==> src/rtl/uart_arb_pkg.sv <==
// Shared types and constants for the UART transmit arbiter.
// The optional build switch UART_ARB_FIXED_PRIO_EN (see uart_arb_pick)
// replaces round-robin arbitration with fixed lowest-index priority.
package uart_arb_pkg;

    // IDLE: arbitrating, nothing forwarded. XFER: one packet owns the UART.
    typedef enum logic {
        IDLE = 1'b0,
        XFER = 1'b1
    } arb_state_e;

    // Default parameter values.
    localparam int DEF_NUM_REQ      = 2;
    localparam int DEF_DATA_W       = 8;
    localparam int DEF_MAX_PKT_LEN  = 64;
    localparam int DEF_IDLE_TIMEOUT = 1024;

    // One counter width serves both the beat and the idle counter; the extra
    // bit lets each counter reach its limit value without wrapping.
    function automatic int cnt_width(input int max_len, input int idle_to);
        return $clog2((max_len > idle_to) ? max_len : idle_to) + 1;
    endfunction

    // Widths for the default configuration.
    localparam int ID_W  = $clog2(DEF_NUM_REQ);
    localparam int CNT_W = cnt_width(DEF_MAX_PKT_LEN, DEF_IDLE_TIMEOUT);

endpackage

==> src/rtl/uart_arb_pick.sv <==
// Winner selection for the UART transmit arbiter (purely combinational).
// Default: round-robin, first requester at or after rr_ptr, wrapping.
// With UART_ARB_FIXED_PRIO_EN defined: lowest asserted index wins and
// rr_ptr is ignored.
module uart_arb_pick
    import uart_arb_pkg::*;
#(
    parameter int NUM_REQ = DEF_NUM_REQ,
    parameter int SEL_W   = ID_W
) (
    input  logic [NUM_REQ-1:0] req,
    input  logic [SEL_W-1:0]   rr_ptr,
    output logic [SEL_W-1:0]   winner,
    output logic               any_req
);

`ifdef UART_ARB_FIXED_PRIO_EN
    // Pointer has no meaning under fixed priority.
    logic unused_rr_ptr;
    assign unused_rr_ptr = ^rr_ptr;

    // Scan from the top down so the lowest asserted index is the last write.
    always_comb begin
        winner  = '0;
        any_req = |req;
        for (int k = NUM_REQ - 1; k >= 0; k--) begin
            if (req[k]) begin
                winner = SEL_W'(k);
            end
        end
    end
`else
    int idx;

    // Scan offsets from farthest to nearest so the requester closest to
    // rr_ptr (in wrapping order) is the last write and therefore wins.
    always_comb begin
        winner  = '0;
        any_req = |req;
        idx     = 0;
        for (int k = NUM_REQ - 1; k >= 0; k--) begin
            idx = int'(rr_ptr) + k;
            if (idx >= NUM_REQ) begin
                idx = idx - NUM_REQ;
            end
            if (req[idx]) begin
                winner = SEL_W'(idx);
            end
        end
    end
`endif

endmodule

==> src/rtl/uart_tx_arbiter.sv <==
// Packet-granular arbiter sharing one UART TX byte stream between NUM_REQ
// sources. Whole packets are granted (never interleaved); a packet whose
// owner stalls for IDLE_TIMEOUT cycles or runs MAX_PKT_LEN beats without a
// last beat is force-released with a one-cycle abort_pulse.
// Build option UART_ARB_FIXED_PRIO_EN selects fixed lowest-index priority.
//
// Handshake: a beat moves on a clk edge where valid and ready are both high.
// In XFER the owner's valid/data drive tx_valid/tx_data directly and
// tx_ready drives the owner's req_ready; all other req_ready bits stay low.
// Valid may drop mid-packet; that counts toward the idle timeout, while
// tx_ready low with valid high is backpressure and does not.
module uart_tx_arbiter
    import uart_arb_pkg::*;
#(
    parameter int NUM_REQ      = DEF_NUM_REQ,
    parameter int DATA_W       = DEF_DATA_W,
    parameter int MAX_PKT_LEN  = DEF_MAX_PKT_LEN,
    parameter int IDLE_TIMEOUT = DEF_IDLE_TIMEOUT
) (
    input  logic                        clk,
    input  logic                        reset_n,
    input  logic [NUM_REQ-1:0]          req_valid,
    input  logic [NUM_REQ*DATA_W-1:0]   req_data,
    input  logic [NUM_REQ-1:0]          req_last,
    output logic [NUM_REQ-1:0]          req_ready,
    output logic                        tx_valid,
    output logic [DATA_W-1:0]           tx_data,
    input  logic                        tx_ready,
    output logic [$clog2(NUM_REQ)-1:0]  grant_id,
    output logic                        busy,
    output logic                        abort_pulse,
    output logic                        dbg_state
);

    localparam int GID_W = $clog2(NUM_REQ);
    localparam int CW    = cnt_width(MAX_PKT_LEN, IDLE_TIMEOUT);
    localparam logic [CW-1:0] MAX_BEATS  = CW'(MAX_PKT_LEN);
    localparam logic [CW-1:0] IDLE_LIMIT = CW'(IDLE_TIMEOUT);

    arb_state_e        state_q, state_d;
    logic [GID_W-1:0]  grant_q, grant_d;
    logic [GID_W-1:0]  rr_ptr_q, rr_ptr_d;
    logic [CW-1:0]     beat_cnt_q, beat_cnt_d;
    logic [CW-1:0]     idle_cnt_q, idle_cnt_d;
    logic              abort_q, abort_d;

    logic [GID_W-1:0]  winner;
    logic              any_req;
    logic              sel_valid;
    logic              sel_last;
    logic [DATA_W-1:0] sel_data;
    logic              beat;
    logic              pkt_end;

    // Next owner after g in wrapping order.
    function automatic logic [GID_W-1:0] next_id(input logic [GID_W-1:0] id);
        if (int'(id) == NUM_REQ - 1) begin
            return '0;
        end
        return id + 1'b1;
    endfunction

    uart_arb_pick #(
        .NUM_REQ (NUM_REQ),
        .SEL_W   (GID_W)
    ) u_pick (
        .req     (req_valid),
        .rr_ptr  (rr_ptr_q),
        .winner  (winner),
        .any_req (any_req)
    );

    assign sel_valid = req_valid[grant_q];
    assign sel_last  = req_last[grant_q];
    assign sel_data  = req_data[int'(grant_q)*DATA_W +: DATA_W];
    assign beat      = sel_valid & tx_ready;

    assign grant_id    = grant_q;
    assign busy        = (state_q == XFER);
    assign abort_pulse = abort_q;
    assign dbg_state   = state_q;

    // State, owner, pointer and counter registers.
    always_ff @(posedge clk or negedge reset_n) begin
        if (!reset_n) begin
            state_q    <= IDLE;
            grant_q    <= '0;
            rr_ptr_q   <= '0;
            beat_cnt_q <= '0;
            idle_cnt_q <= '0;
            abort_q    <= 1'b0;
        end else begin
            state_q    <= state_d;
            grant_q    <= grant_d;
            rr_ptr_q   <= rr_ptr_d;
            beat_cnt_q <= beat_cnt_d;
            idle_cnt_q <= idle_cnt_d;
            abort_q    <= abort_d;
        end
    end

    // Arbitration, pass-through muxing, counters and release/abort decisions.
    always_comb begin
        state_d    = state_q;
        grant_d    = grant_q;
        rr_ptr_d   = rr_ptr_q;
        beat_cnt_d = beat_cnt_q;
        idle_cnt_d = idle_cnt_q;
        abort_d    = 1'b0;
        pkt_end    = 1'b0;
        tx_valid   = 1'b0;
        tx_data    = '0;
        req_ready  = '0;

        case (state_q)
            IDLE: begin
                if (any_req) begin
                    grant_d = winner;
                    state_d = XFER;
                end
            end
            XFER: begin
                tx_valid           = sel_valid;
                tx_data            = sel_data;
                req_ready[grant_q] = tx_ready;
                idle_cnt_d = sel_valid ? '0 : (idle_cnt_q + 1'b1);
                if (beat && sel_last) begin
                    // Normal completion wins over any limit reached this cycle.
                    pkt_end = 1'b1;
                end else begin
                    if (beat) begin
                        beat_cnt_d = beat_cnt_q + 1'b1;
                    end
                    if ((beat_cnt_d == MAX_BEATS) || (idle_cnt_d == IDLE_LIMIT)) begin
                        pkt_end = 1'b1;
                        abort_d = 1'b1;
                    end
                end
                if (pkt_end) begin
                    state_d    = IDLE;
                    beat_cnt_d = '0;
                    idle_cnt_d = '0;
`ifdef UART_ARB_FIXED_PRIO_EN
                    rr_ptr_d   = '0;
`else
                    rr_ptr_d   = next_id(grant_q);
`endif
                end
            end
            default: begin
                state_d = IDLE;
            end
        endcase
    end

endmodule

==> config.mk <==
export PLATFORM = sky130hd
export DESIGN_NAME = uart_tx_arbiter
export DESIGN_NICKNAME = d
export VERILOG_FILES = /design/src/rtl/uart_arb_pkg.sv /design/src/rtl/uart_arb_pick.sv /design/src/rtl/uart_tx_arbiter.sv
export SDC_FILE = /design/constraint.sdc
export NUM_CORES = 1
export LEC_CHECK = 0
export ABC_AREA = 1
export CORE_AREA = 2 2 74 76
export CTS_CLUSTER_SIZE = 8
export DETAILED_ROUTE_END_ITERATION = 8
export DIE_AREA = 0 0 76 78
export GPL_TIMING_DRIVEN = 0
export PLACE_DENSITY = 0.61
export SLEW_MARGIN = 20
export SYNTH_ARGS = -nofsm -noshare
export SYNTH_HDL_FRONTEND = slang
export SYNTH_SLANG_ARGS = --single-unit
==> constraint.sdc <==
create_clock -name clk -period 4.2 [get_ports clk]
set_input_delay 0.84 -clock clk [delete_from_list [all_inputs] [get_ports clk]]
set_output_delay 0.84 -clock clk [all_outputs]
set_load 0.02 [all_outputs]
Yosys cells after proc, flatten, opt, wreduce, memory -nomap -nowiden:

Cells that the tools add are included.

* register bits: 26
* logic and storage cells: 71
* output and inout bits: 15
* input bits: 23

* add/subtract/negate cells: 6
* eq/ne operators: 3
* bitwise gates (word level): 3
* order comparisons: 6
* shift operators: 1
* multiplexer cells: 39
* reduce and logical (&&, ||, !) cells: 7

Operators by type and width (number)
* two-way mux 11 bit: 7
* < comparator 32 x 3 -> 1 bit (second input constant): 2
* two-way mux 32 bit: 2
* greater-or-equal comparator 32 x 3 -> 1 bit (second input constant): 1
* subtractor 32 x 3 -> 32 bit (second input constant): 1
* two-way mux 1 bit: 26
* adder 11 x 1 -> 11 bit (second input constant): 2
* indexed part select 16 x 5 -> 8 bit: 1
* == test 11 bit (second input constant): 1
* == test 11 x 7 -> 1 bit (second input constant): 1
* two-way mux 8 bit: 1
* AND reduction 2 bit: 3
* subtractor 1 x 2 -> 3 bit (second input constant): 1
* adder 1 x 1 -> 2 bit (second input constant): 1
* bitwise AND 2 bit: 1
* greater-or-equal comparator 1 x 2 -> 1 bit (second input constant): 1
* logical AND 1 bit: 2
* < comparator 1 x 2 -> 1 bit (second input constant): 1
* two-way mux 2 bit: 1
* inequality test 2 x 1 -> 1 bit (second input constant): 1
* one-hot mux 1 bit (2 select lines): 1
* OR reduction 2 bit: 1
* adder 1 bit (second input constant): 1
* bitwise AND 1 bit: 1
* other kinds (4): 4

Depth between registers and ports, before layout:

Gate-level depths: netlist (run 1).

* word-level depth: 14
* gate-level depth with buffers: 15
* gate-level depth less buffers: 15

Cells and area by module:

From an unflattened synthesis (run 1), not the netlist that was laid out.

* cell total of the unflattened synthesis: 330
* area total of the unflattened synthesis: 1998.2 sq um

Modules (own cells, without submodules)
* uart_tx_arbiter: times used 1, cells an instance 326, seq. area each 650.6 sq um, area each 1979.4 sq um
* uart_arb_pick: times used 1, cells an instance 4, seq. area each 0.0 sq um, area each 18.8 sq um

Least setup slack after synthesis (run 1):

Ideal clock, no wire load.

* path kind: input -> output
* start: input tx_ready
* end: output req_ready[0]
* data arrival time: 1.403 ns
* path buffers: 0
* stages on the path: 2
* setup slack: 1.957 ns
* data required time: 3.360 ns
* cells stage by stage: inv_1 > nor3_1

* cells in the longest elaborated chain, start to end: 2

RTL lines
* start: declaration: RTL line uart_tx_arbiter.sv:28 `input logic tx_ready,`
* bitwise AND 2 bit (no source line)
* two-way mux 2 bit: RTL line uart_tx_arbiter.sv:115 `case (state_q)`
* end: declaration: RTL line uart_tx_arbiter.sv:25 `output logic [NUM_REQ-1:0] req_ready,`

Every way passes these cells.

Worst setup path in the final report (run 1):

* start: input req_valid[1]
* end: output tx_valid

* cells in the longest elaborated chain, start to end: 3

RTL lines
* start: declaration: RTL line uart_tx_arbiter.sv:22 `input logic [NUM_REQ-1:0] req_valid,`
* two-way mux 1 bit (implied by the code) (2 in a row): RTL line uart_tx_arbiter.sv:73 `assign sel_valid = req_valid[grant_q];`
* two-way mux 1 bit: RTL line uart_tx_arbiter.sv:115
* end: declaration: RTL line uart_tx_arbiter.sv:26 `output logic tx_valid,`

Every way passes these cells. The select of a mux whose other input is x is not followed.

==> run summary, run 1 <==
Boundary pin count: 38
Post-synthesis mux area share: 0%
CP Data Arrival Time: 2.38 ns
Most used cell, CP: clkdlybuf4s50_1
CTS clk-pin slew, worst paths: 0.09 ns
Reg2reg start: beat_cnt_q[0]
H-tree lvl count: 1
Post-synth cell types: 26
RSZ-0062 raised after global routing: no
FF-to-FF path depth: 14
Die Y-Extent: 78 microns
Max-Cap Viols: 0
Worst hold path type: flop to flop
Fin cells: 437
Clock skew: 0.0132 ns
Routed length per instance: 12.0 microns
# port buffers: 37
CP Capture Type: output port
Top delay family on crit path: buffers and inverters
Row count: 26
Setup WS post-layout: 0.982 ns
Post-place setup slack: 0.985 ns
Flops & latches, synth: 26
Initial Utilization: 39.5%
CP cell instances: clkdlybuf4s50_1, inv_1, nand2_1, nand2_4, nor2_1, clkdlybuf4s50_1
Worst-path fanout max: 10
Status: finished, final reports clean
Vias in the first global route: 1897
Post-Synthesis Cells: 327
WL final: 5.25 mm
Post CTS Setup Buffer Count: 0
Sequential fraction of the synthesis area: 32.7%
Clk Latency, worst-skew pair: 0.28 ns
Share of cells above drive strength 1: 4.63%
M3 GR Usage: 2.44%
Die width: 76 microns
Compound-gate portion of the synthesized area: 5.09%
Hold Crit Start: rr_ptr_q
Placed wire-length estimate: 3.98 mm
# DRC: 0
RR Endpoint: idle_cnt_q[7]
Startpoint type of the worst setup path: input port
Leak Pwr: 1.35 nW
Nets@finish: 394
Adder-cell share of the synthesized area: 1.26%
Simple-gate share of the synthesized area: 49.0%
Worst-Margin Slew: 0.618 ns
R2R Setup Slk: 2.03 ns
Slowest stage delay, CP: 0.63 ns
Final setup viols: 0
First-pass GRT wire length: 8.89 mm
Core outline area: 5040 sq um
Slew margin rel.: 58.8%
Number of CTS-inserted buffers: 3
Via density: 4.78
CTS Hold Bufs: 0
Xor/xnor share of the synthesized area: 0.440%
GRT overflow: 0
Largest family of logic cells by synthesized area: simple AND/OR/NAND/NOR gates
Cts repair resizes: 0
Worst path depth: 6
Worst Path Required: 3.36 ns
Cell Area, Synth: 1990 sq um
Iter 0 DRT Violations: 100
Peak supply drop: 0.000321 V
Initial antenna violation count: 0
FMAX: 311 MHz
Power Total: 0.00135 W
WHS Path Cells: 2
Final Hold Fails: 0
CTS Sinks: 26
Buf+Inv Stages, Crit Path: 3
Vias: 2091
WS Path Type: input port to output port
Clk Tree Root Cell: clkbuf_8
CTS max path bufs: 2
Setup tns final: 0 ns
Die area: 5930 sq um
Crit path time final: 3.22 ns
Routed Antenna Nets: 0
Inst Count DP: 434
Largest net degree at the start of global routing: 27
Routability cong.: 0.836
Power Density: 544 nW/um^2
Yosys warning total: 0
Slowest-stage cell, CP: clkdlybuf4s50_1
Net count after synthesis: 352
Number of diodes: 0
Syn_area_per_cell: 6.09 sq um
Met1 Track Usage GR: 24.4%
Hold Path End: rr_ptr_q
Fin crit share: 76.6%
Slew Limit Fails: 0
Area Growth Syn to Fin: 24.8%
CTS tree: built
Total GRT Usage: 18.2%
Global route hottest layer: met2
Initial DRT Pass Iterations: 4
GR Util met2: 32.1%
==> placed cells by master, fill, tap and decap left out, types with 2 or more instances in the layout <==
master and n:
nor2_1 25, nand3_1 45, clkdlybuf4s50_1 36, dfrtp_1 26, buf_6 3, nand4_1 8
a21oi_1 11, nand2_2 2, inv_1 41, ha_1 2, nor2_2 2, o21ai_0 3
clkbuf_1 7, nand2_1 133, nor3_1 7, clkbuf_8 3
==> stage by stage <==
stage,utilization (%),cell area [sq um],hold WS (ns)
after floorplan,-,1990,0.442
after global placement,48.6,2450,0.466
after detailed placement,48.5,2440,0.469
after CTS,49.3,2480,0.495
after global routing,49.3,2480,0.524
final,49.3,2480,0.486
==> metal layers <==
metal | wire [microns] | up-vias
met5 | 0 | -
met4 | 21 | 0
met3 | 152 | 2
met2 | 2600 | 22
met1 | 2480 | 954
li1 | - | 1113
==> registers in the layout, summed over array words and instances (netlist names) <==
| name | count |
|---|---|
| beat_cnt_q | 11 |
| idle_cnt_q | 11 |
| abort_pulse | 1 |
| busy | 1 |
| grant_id | 1 |
| rr_ptr_q | 1 |
==> cells in the mapped netlist <==
cell type,n,share of area [%]
a21boi_0,1,0.38
o211ai_1,1,0.38
nand3_1,45,11
nor2_2,2,0.63
nand2_1,133,25
nor2_8,1,1.0
nand2_4,1,0.57
nand4_1,8,2.5
clkbuf_1,7,1.3
nand2_2,2,0.63
and2_4,1,0.44
clkinv_1,1,0.19
xnor2_1,1,0.44
a21oi_2,1,0.44
ha_1,2,1.3
buf_4,1,0.38
nor3_1,7,1.8
inv_1,41,7.7
dfrtp_1,26,33
nand3b_1,1,0.38
inv_2,1,0.19
nor2_1,25,4.7
buf_6,3,1.7
o21bai_1,1,0.38
o21ai_0,3,0.75
a21oi_1,11,2.8
==> area by class of cell <==
| cell class | count | area (sq um) |
|---|---|---|
| fillers | 544 | 2560 |
| multi-input cells | 247 | 1110 |
| flip-flops and latches | 26 | 651 |
| repair buffers | 37 | 365 |
| inverters | 43 | 161 |
| well taps | 70 | 87.6 |
| plain buffers | 11 | 67.6 |
| clock buffers | 3 | 41.3 |
==> worst max-delay path by stage <==
stage | from | to
final | req_valid[1] | tx_valid
after global routing | tx_ready | req_ready[0]
after CTS | req_valid[1] | tx_valid
after detailed placement | req_valid[1] | tx_valid
after global placement | tx_ready | req_ready[0]
after floorplan | tx_ready | req_ready[0]
==> worst min-delay path, delay by kind of cell, from the launching register on <==
family,cells,cell delay [ns]
AND/OR/NAND/NOR,2,0.10
flip-flops,1,0.36
==> where the power goes <==
group	switching (W)	internal (W)
Clock	0.0000837	0.0000645
Sequential	0.0000855	0.000324
Combinational	0.000489	0.000306
==> cell families after synthesis <==
family	after synthesis
xor gates and xnor gates	1
buffers and inverters	54
AOI/OAI and AO/OA	18
adders and majority gates	2
and+or+nand+nor	226
DFF	26
Note: power is estimated with default switching activity, not from simulation.
==> inputs of run 2 (changes only) <==
--- a/config.mk
+++ b/config.mk
@@ -11,7 +11,7 @@
 export DETAILED_ROUTE_END_ITERATION = 8
 export DIE_AREA = 0 0 76 78
 export GPL_TIMING_DRIVEN = 0
-export PLACE_DENSITY = 0.61
+export PLACE_DENSITY = 0.63
 export SLEW_MARGIN = 20
 export SYNTH_ARGS = -nofsm -noshare
 export SYNTH_HDL_FRONTEND = slang
==> constraint.sdc (replaced) <==
create_clock -name clk -period 2.9 [get_ports clk]
set_input_delay 0.58 -clock clk [delete_from_list [all_inputs] [get_ports clk]]
set_output_delay 0.58 -clock clk [all_outputs]
set_load 0.02 [all_outputs]
==> run summary, run 2 (synthesis gave the netlist of run 1 again) <==
FMAX: 371 MHz
Final Hold Fails: 0 (unchanged)
H-tree lvl count: 1 (unchanged)
Number of diodes: 0 (unchanged)
Fin crit share: 92.8%
Commonest cells after routing, fill and taps aside: nand2_1 (133), nand3_1 (45), inv_1 (41)
WL final: 5.10 mm (-2.7%)
Via density: 4.77 (-0.37%)
Peak supply drop: 0.000380 V (+18%)
Routed Antenna Nets: 0 (unchanged)
Initial Utilization: 39.5% (unchanged)
Boundary pin count: 38 (unchanged)
CTS clk-pin slew, worst paths: 0.10 ns (about the same)
Crit path time final: 2.69 ns
Worst-Margin Slew: 0.626 ns (+0.00823 ns)
Initial DRT Pass Iterations: 6 (+2)
Slew Limit Fails: 0 (unchanged)
Power Density: 796 nW/um^2 (+46%)
Number of CTS-inserted buffers: 3 (unchanged)
Clk Latency, worst-skew pair: 0.28 ns (about the same)
Placed wire-length estimate: 3.92 mm (-1.6%)
CP Capture Type: output port
Final setup viols: 0 (unchanged)
Routability cong.: 0.843 (+0.86%)
Startpoint type of the worst setup path: flop
Setup tns final: 0 ns (unchanged)
Die width: 76 microns (unchanged)
# DRC: 0 (unchanged)
WS Path Type: flop to output port
Worst hold path type: input port to async pin
Core outline area: 5040 sq um (unchanged)
Die Y-Extent: 78 microns (unchanged)
CTS Sinks: 26 (unchanged)
Worst Path Required: 2.32 ns (-1.04 ns)
CTS tree: built
Post-place setup slack: 0.196 ns (-0.789 ns)
Slew margin rel.: 58.3% (-0.55 points)
Nets@finish: 394 (unchanged)
Leak Pwr: 1.35 nW (+0.39%)
Total GRT Usage: 18.6% (+0.40 points)
Max-Cap Viols: 0 (unchanged)
Clk Tree Root Cell: clkbuf_8
Setup WS post-layout: 0.207 ns (-0.774 ns)
CTS max path bufs: 2 (unchanged)
# port buffers: 37 (unchanged)
GRT overflow: 0 (unchanged)
Iter 0 DRT Violations: 104 (+4.0%)
Share of cells above drive strength 1: 5.16% (+0.53 points)
RSZ-0062 raised after global routing: no
Largest registers: beat_cnt_q (11), idle_cnt_q (11)
Initial antenna violation count: 0 (unchanged)
Worst-path fanout max: 10 (unchanged)
Vias in the first global route: 1968 (+3.7%)
Routed length per instance: 11.7 microns (-2.9%)
Largest net degree at the start of global routing: 27 (unchanged)
Row count: 26 (unchanged)
Slowest-stage cell, CP: clkdlybuf4s50_1
CTS Hold Bufs: 0 (unchanged)
Vias: 2088 (-0.14%)
CP Data Arrival Time: 2.11 ns (-0.27 ns)
Buf+Inv Stages, Crit Path: 3 (unchanged)
Slowest stage delay, CP: 0.64 ns (about the same)
Area Growth Syn to Fin: 25.7%
Die area: 5930 sq um (unchanged)
Post-Route Utilization: 49.6% (+0.35 points)
Clock skew: 0.00289 ns (-0.0103 ns)
Top delay family on crit path: buffers and inverters
Commonest non-fill, non-tap cell in the layout: nand2_1
First-pass GRT wire length: 9.09 mm (+2.3%)
CP cell instances: clkinvlp_4, clkbuf_1, a21oi_1, clkdlybuf4s50_1
Status: finished, final reports clean
## run 2: timing repair
item,4_1_cts,5_1_grt
setup buffers,0,0
setup endpoints to repair,0,3
resized for setup,0,1
## run 2: worst register-to-register path, stage by stage (launching register included)
cell and delay (ns):
dfrtp_1 0.43, ha_1 0.23, nand3_1 0.12, nor2_2 0.23, nand2_1 0.08, nand2_1 0.06
nand2_1 0.06, nor2_1 0.13, nand2_1 0.06, nor2_1 0.08, nand2_1 0.09, and2_4 0.17
buf_6 0.14, nand3_1 0.08, nand2_1 0.06
## run 2: power by group
part	internal [W]	switching, W	leakage (nW)
Sequential	0.000469	0.000126	0.350
Clock	0.000122	0.000126	0.0288
Combinational	0.000445	0.000705	0.972
Total	0.00104	0.000957	1.35
## run 2: path summary, 6_finish.rpt
check | start | to | slack (ns) | cells past startpoint
max | busy | tx_data[6] | 0.21 | 4
min | reset_n | beat_cnt_q[9] | 0.31 | 1
max reg2reg | beat_cnt_q[0] | idle_cnt_q[7] | 0.78 | 14
min reg2reg | rr_ptr_q | rr_ptr_q | 0.49 | 2
max in group asynchronous | reset_n | idle_cnt_q[10] | 2.18 | 1
min in group clk | rr_ptr_q | rr_ptr_q | 0.49 | 2
## run 2: through the flow
step                      area (sq um)  total power [W]  hold slack, ns  cells
final                             2500          0.00199           0.305    438
after global routing              2500          0.00220           0.352    438
after detailed placement          2440          0.00176           0.463    434
after global placement            2450          0.00175           0.466    434
after floorplan                   1990          0.00135           0.284    327
after CTS                         2500          0.00201           0.317    438
## run 2: cell type report
class | instances | area (sq um)
fill | 510 | 2540
sequential | 26 | 651
multi-input combinational | 247 | 1110
clock buffer | 4 | 55.1
inverter | 43 | 165
buffer | 11 | 67.6
timing repair buffer | 37 | 365
tap | 70 | 87.6
## run 2: metal layers
layer | share of wire, % | global-route usage [%] | wire length [microns] | vias to the layer above
met5 | 0 | 0 | 0 | -
li1 | - | - | - | 1110
met2 | 49 | 32.9 | 2510 | 29
met1 | 47 | 24.8 | 2420 | 944
met4 | 0.96 | 4.36 | 49 | 0
met3 | 2.5 | 1.74 | 127 | 5
